<file path="config.mk">
export PLATFORM = sky130hd
export DESIGN_NAME = cnn_window_sched
export DESIGN_NICKNAME = d
export VERILOG_FILES = /design/src/rtl/cnn_window_sched.sv
export SDC_FILE = /design/constraint.sdc
export NUM_CORES = 1
export LEC_CHECK = 0
export ABC_AREA = 0
export CAP_MARGIN = 40
export CELL_PAD_IN_SITES_DETAIL_PLACEMENT = 2
export CELL_PAD_IN_SITES_GLOBAL_PLACEMENT = 2
export CORE_MARGIN = 3
export CORE_UTILIZATION = 26
export CTS_CLUSTER_DIAMETER = 80
export DETAILED_ROUTE_END_ITERATION = 6
export PLACE_DENSITY_LB_ADDON = 0.1
export SYNTH_ARGS = -nofsm -noshare
export SYNTH_HDL_FRONTEND = slang
export SYNTH_SLANG_ARGS = --single-unit
</file>
<file path="constraint.sdc">
create_clock -name clk -period 1.9 [get_ports clk]
set_input_delay 0.38 -clock clk [delete_from_list [all_inputs] [get_ports clk]]
set_output_delay 0.38 -clock clk [all_outputs]
set_load 0.01 [all_outputs]
</file>
<file path="src/rtl/cnn_window_sched.sv">
// Frame scheduler: tracks pixels written into the input RAM, steps the KxK
// window read pointer across the image and gates the conv core on data arrival.
module cnn_window_sched #(
  parameter int IMG_W = 28,
  parameter int IMG_H = 28,
  parameter int KER   = 3,
  parameter int PPB   = 8,
  parameter int AW    = 10
) (
  input  logic          clk,
  input  logic          rst_n,
  input  logic          rx_rdy,
  input  logic          win_ack,
  input  logic          frame_done,
  output logic [AW-1:0] addr_wr,
  output logic [AW-1:0] addr_rd,
  output logic          win_vld,
  output logic [4:0]    win_col,
  output logic [4:0]    win_row,
  output logic          win_last,
  output logic          busy,
  output logic          overrun
);

  localparam logic [AW-1:0] TOTAL   = AW'(IMG_W * IMG_H);
  localparam logic [AW:0]   TOTAL_X = (AW+1)'(IMG_W * IMG_H);
  localparam logic [AW-1:0] RD0     = AW'((KER - 1) * IMG_W + KER - 1);
  localparam logic [4:0]    COL_MAX = 5'(IMG_W - KER);
  localparam logic [4:0]    ROW_MAX = 5'(IMG_H - KER);

  typedef enum logic [1:0] {IDLE, LOAD, DONE} state_t;
  state_t state;

  logic [AW:0] wr_sum;

  // One bit wider so the saturation compare cannot wrap.
  assign wr_sum   = {1'b0, addr_wr} + (AW+1)'(PPB);
  assign win_vld  = (state == LOAD) && (addr_rd < addr_wr);
  assign win_last = (win_col == COL_MAX) && (win_row == ROW_MAX);
  assign busy     = (state != IDLE);

  // frame_done re-arms exactly like reset and outranks a same-cycle byte or ack.
  always_ff @(posedge clk) begin
    if (!rst_n || frame_done) begin
      state   <= IDLE;
      addr_wr <= '0;
      addr_rd <= RD0;
      win_col <= '0;
      win_row <= '0;
      overrun <= 1'b0;
    end else begin
      if (rx_rdy) begin
        if (addr_wr >= TOTAL)
          overrun <= 1'b1;
        else if (wr_sum > TOTAL_X)
          addr_wr <= TOTAL;
        else
          addr_wr <= wr_sum[AW-1:0];
        if (state == IDLE)
          state <= LOAD;
      end
      if (win_ack && win_vld) begin
        if (win_last) begin
          state <= DONE;
        end else if (win_col == COL_MAX) begin
          // Jump over the KER-1 pixels that cannot be a window's right edge.
          addr_rd <= addr_rd + AW'(KER);
          win_col <= '0;
          win_row <= win_row + 5'd1;
        end else begin
          addr_rd <= addr_rd + AW'(1);
          win_col <= win_col + 5'd1;
        end
      end
    end
  end

endmodule

</file>
Word-level counts from Yosys, hierarchy flattened
Cells that the tools add are included.

storage, ports and cells
  flip-flop bits (word level) = 33
  input port bits = 5
  output and inout port bits = 34
  logic and storage cells = 37

operators by class
  add/subtract/negate cells = 5
  order comparisons = 3
  equality and inequality tests = 3
  multiplexer cells = 7
  bitwise operators = 2
  reductions and logical operators = 11

operators by type and width
  operator                 number
  $mux W10                 2
  $add A10 B4 Y11 const B  1
  $gt A11 B10 Y1 const B   1
  $add A10 B1 Y10 const B  1
  $add A10 B2 Y10 const B  1
  $add A5 B1 Y5 const B    2
  $eq A5 B5 Y1 const B     2
  $ge A10 B10 Y1 const B   1
  $lt A10 B10 Y1           1
  $mux W2                  4
  $reduce_and A2 Y1        3
  $mux W5                  1
  $logic_and A1 B1 Y1      3
  $reduce_and A3 Y1        1
  $eq A2 B1 Y1 const B     1
  $logic_not A2 Y1         1
  $not A1 Y1               2
  $reduce_bool A2 Y1       1
  $logic_not A1 Y1         1
  $logic_or A1 B1 Y1       1

Longest topological paths before layout
  depth after elaboration = 5
  depth in mapped cells = 9
  gate-level depth less buffers = 9

Worst setup path after synthesis
No wires, ideal clock.

  path kind = register to register
  start = register addr_wr[5]
  end = register win_row[1]
  setup time = 0.079 ns
  arrival = 2.116 ns
  data required time = 1.821 ns
  slack = -0.295 ns
  stages on the path, launching flop included = 10
  buffers on the path = 1
  cell sequence = dfxtp_1 -> inv_1 -> ha_1 -> a21oi_1 -> a21oi_2 -> or3b_1 -> buf_6 -> nor3b_4 -> nor2_1 -> a211oi_2

between the ends
  cells in the longest elaborated chain, start to end = 4

ends and longest elaborated chain
  element                      line  RTL
  start, declared              15    output logic [AW-1:0] addr_wr,
  start signal, assigned       58    addr_wr <= wr_sum[AW-1:0];
  $lt A10 B10 Y1               38    assign win_vld = (state == LOAD) && (addr_rd < addr_wr);
  $logic_and A1 B1 Y1          38
  $logic_and A1 B1 Y1          62    if (win_ack && win_vld) begin
  $reduce_and A3 Y1 (no line)  -
  end signal, assigned         69    win_row <= win_row + 5'd1;
  end, declared                19    output logic [4:0] win_row,

No other way between the ends.
A chain may end at the register's enable or synchronous reset.

Worst setup path in the final report
  start = register addr_wr[3]
  end = register win_row[1]

The elaborated chain is that of the path after synthesis.

==> metrics.cfg <==
[critical_path]
cp-start-kind = flip-flop
cpLargestDelayFamily = simple AND/OR/NAND/NOR gates
cpPeakStageDelay_ps = 410
cp.arrival_ps = 2310
cp.required_ps = 2070
cp_common_cell = buf_4
end_kind = flip-flop
path_class = flip-flop to flip-flop
crit_chain = inv_4 > ha_4 > o211ai_1 > a21oi_2 > buf_4 > or3b_4 > nor3b_4 > buf_4 > a211oi_2
critPathBufInv = 3
cp_max_fo = 5
crit_slowest_cell = or3b_4

[routing]
viasPerCell = 4.88
drcViolationCount = 0
wire_per_inst_um = 17.1
drtPass1Iterations = 4
vias = 1812
drt_iter0_markers = 44
finalWirelength_um = 6340
drtAntennaViolNets = 0

[run]
cap_violations = 0

[pwr]
power.net_switching_mw = 0.305
p_comb_share_pct = 7.0
power_mw = 1.22
power.share.clock_pct = 41.7
powerDensity_nw_per_um2 = 428
p_leak_nw = 1.21
p_int_mw = 0.917
switching_share_pct = 24.9
peakVddDrop_mv = 0.226
pwr-share-seq_pct = 51.3

[synthesis]
synthesis.area_um2 = 1750
synthTopCellsByArea = dfxtp_1 34%, ha_1 10%, nor2_1 5.6%
avgSynthCellArea_um2 = 8.51
synth-seq-area-share_pct = 34.4
ys_top_cells_by_count = 30 x dfxtp_1, 26 x nor2_1, 19 x nand2_1
ys_async_sr_fraction_pct = 0
synth_edf_count = 0
yosysTopAreaCellShare_pct = 34.4
ys_ff_latch = 30
synth.yosys.warnings = 0
ys.flop_type = dfxtp_1
syn_inst = 205
synth_most_common_cell = dfxtp_1
synth.distinct_cells = 46
synth_largest_area_cell = dfxtp_1

[die]
io_pins = 39
fp.dieH_um = 87.9
design.core.area_um2 = 6420
rows = 29
die_area_um2 = 7730
die_x_um = 87.9
initial_utilization_pct = 27.2

[min_path]
hold_path.class = flip-flop to flip-flop

[cts]
cts.sinks = 30
h-tree-depth = 2
clk_latency_ps = 290
numCtsBuffers = 5
root_buffer = clkbuf_8
clkSlewWorstSetupHoldPaths_ps = 70
clockBufferDepth = 2
ctsHoldBuffers = 0
cts_tree = built

[finish]
final_area_um2 = 2860
drive_gt1_share_pct = 36.4
diodes = 0
num-nets-final = 313
area_growth_syn_to_layout_pct = 63.6
fin_util_pct = 44.5

[global_routing]
overflow = 0
track_usage_pct = 16.7
grt_pass1_vias = 1946
grt_pass1_wl_um = 9860
grt_max_degree = 14
antenna_found_initial = 0

[placed_design]
dp_hpwl_um = 4520
dp_slack_ps = -322
place_area_um2 = 2570
gp_congestion = 0.770
io_buffers = 35

[timing]
fin_skew_ps = 7.88
finalCritPeriodShare_pct = 113
tightestPinTransition_ps = 619
finalWorstSetupSlack_ps = -242
fin_crit_ps = 2140
hold_ws_ps = 477
hold_viol = 0
setup_viol = 21
fmax_mhz = 467
drv_slew = 0
rsz0062_at_grt = true
slew_headroom_pct = 58.3

[outcome]
status = finished with violations
violations = setup timing

[timing repair]
| item | 4_1_cts | 5_1_grt |
|---|---|---|
| buffers inserted | 2 | 4 |
| pin swaps | 6 | 14 |
| setup endpoints to repair | 26 | 27 |
| gates cloned | 0 | 1 |
| gates resized for setup | 13 | 26 |
[metrics by stage]
stage / TNS (ps) / cells
3_5_place_dp: -3680 / 356
2_1_floorplan: -112 / 207
3_3_place_gp: -3020 / 356
6_report: -3240 / 371
5_1_grt: -5300 / 371
4_1_cts: -2890 / 366
[power groups by stage]
stage          Sequential, mW  Combinational (mW)  Clock [mW]
3_5_place_dp            0.640              0.0831           0
2_1_floorplan           0.643              0.0365           0
6_report                0.626              0.0860       0.509
3_3_place_gp            0.640              0.0816           0
4_1_cts                 0.626              0.0850       0.519
5_1_grt                 0.626              0.0954       0.558
[registers in the layout, summed over array words and instances (netlist names)]
name	cells
state	2
addr_rd	10
win_col	5
addr_wr	7
win_row	5
overrun	1
[area by class of cell]
class | instances | area (um^2)
inverter | 12 | 47.5
clock inverter | 2 | 8.76
multi-input combinational | 158 | 1240
tap | 77 | 96.3
timing repair buffer | 86 | 766
clock buffer | 6 | 72.6
fill | 709 | 3570
sequential | 30 | 627
[routing by layer]
layer	GRT usage [%]	up-vias	share of wire, %
met2	29.5	27	51
met1	20.6	893	45
met3	3.67	7	2.7
met5	0	-	0
li1	-	885	-
met4	3.77	0	0.99
[cell usage in the layout, fill, tap and decap left out, types with 4 or more instances in the layout]
master and instances:
clkdlybuf4s50_1 32, a21oi_1 10, buf_4 47, dfxtp_1 21
ha_4 4, o21ai_0 6, and3_1 4, inv_1 8
nand3_1 5, nand3_2 4, dfxtp_4 6, xor2_1 9
nor2_1 24, nand2_1 18, a21oi_2 4, clkbuf_8 5
nand4_1 7, ha_1 9
[worst reg2reg max path: stages (launching register included)]
cell	delay, ps
dfxtp_4	360
inv_4	40
ha_4	190
o211ai_1	240
a21oi_2	100
buf_4	160
or3b_4	410
nor3b_4	310
buf_4	170
a211oi_2	50
[kinds of logic (layout without fill, tap and decap cells)]
kind of cell	Yosys count	after routing	share of synthesized area [%]
AO/OA/AOI/OAI	34	34	13.0
XOR/XNOR	13	13	6.52
adder cells (fa/ha/maj)	15	15	11.2
buffers and inverters	19	106	5.23
flip-flops	30	30	34.4
multiplexers	1	1	0.573
other	1	3	0.215
AND/OR/NAND/NOR	92	92	28.9
[final timing paths]
check / cells after the start / from / slack (ps) / endpoint
min: 2 / overrun$_SDFFE_PP0P_ / 480 / overrun$_SDFFE_PP0P_
max: 9 / addr_wr[3]$_SDFFE_PP0P_ / -240 / win_row[1]$_SDFFE_PP0P_
max reg2reg: 9 / addr_wr[3]$_SDFFE_PP0P_ / -240 / win_row[1]$_SDFFE_PP0P_
min reg2reg: 2 / overrun$_SDFFE_PP0P_ / 480 / overrun$_SDFFE_PP0P_
Power figures use the tool's default switching activity.
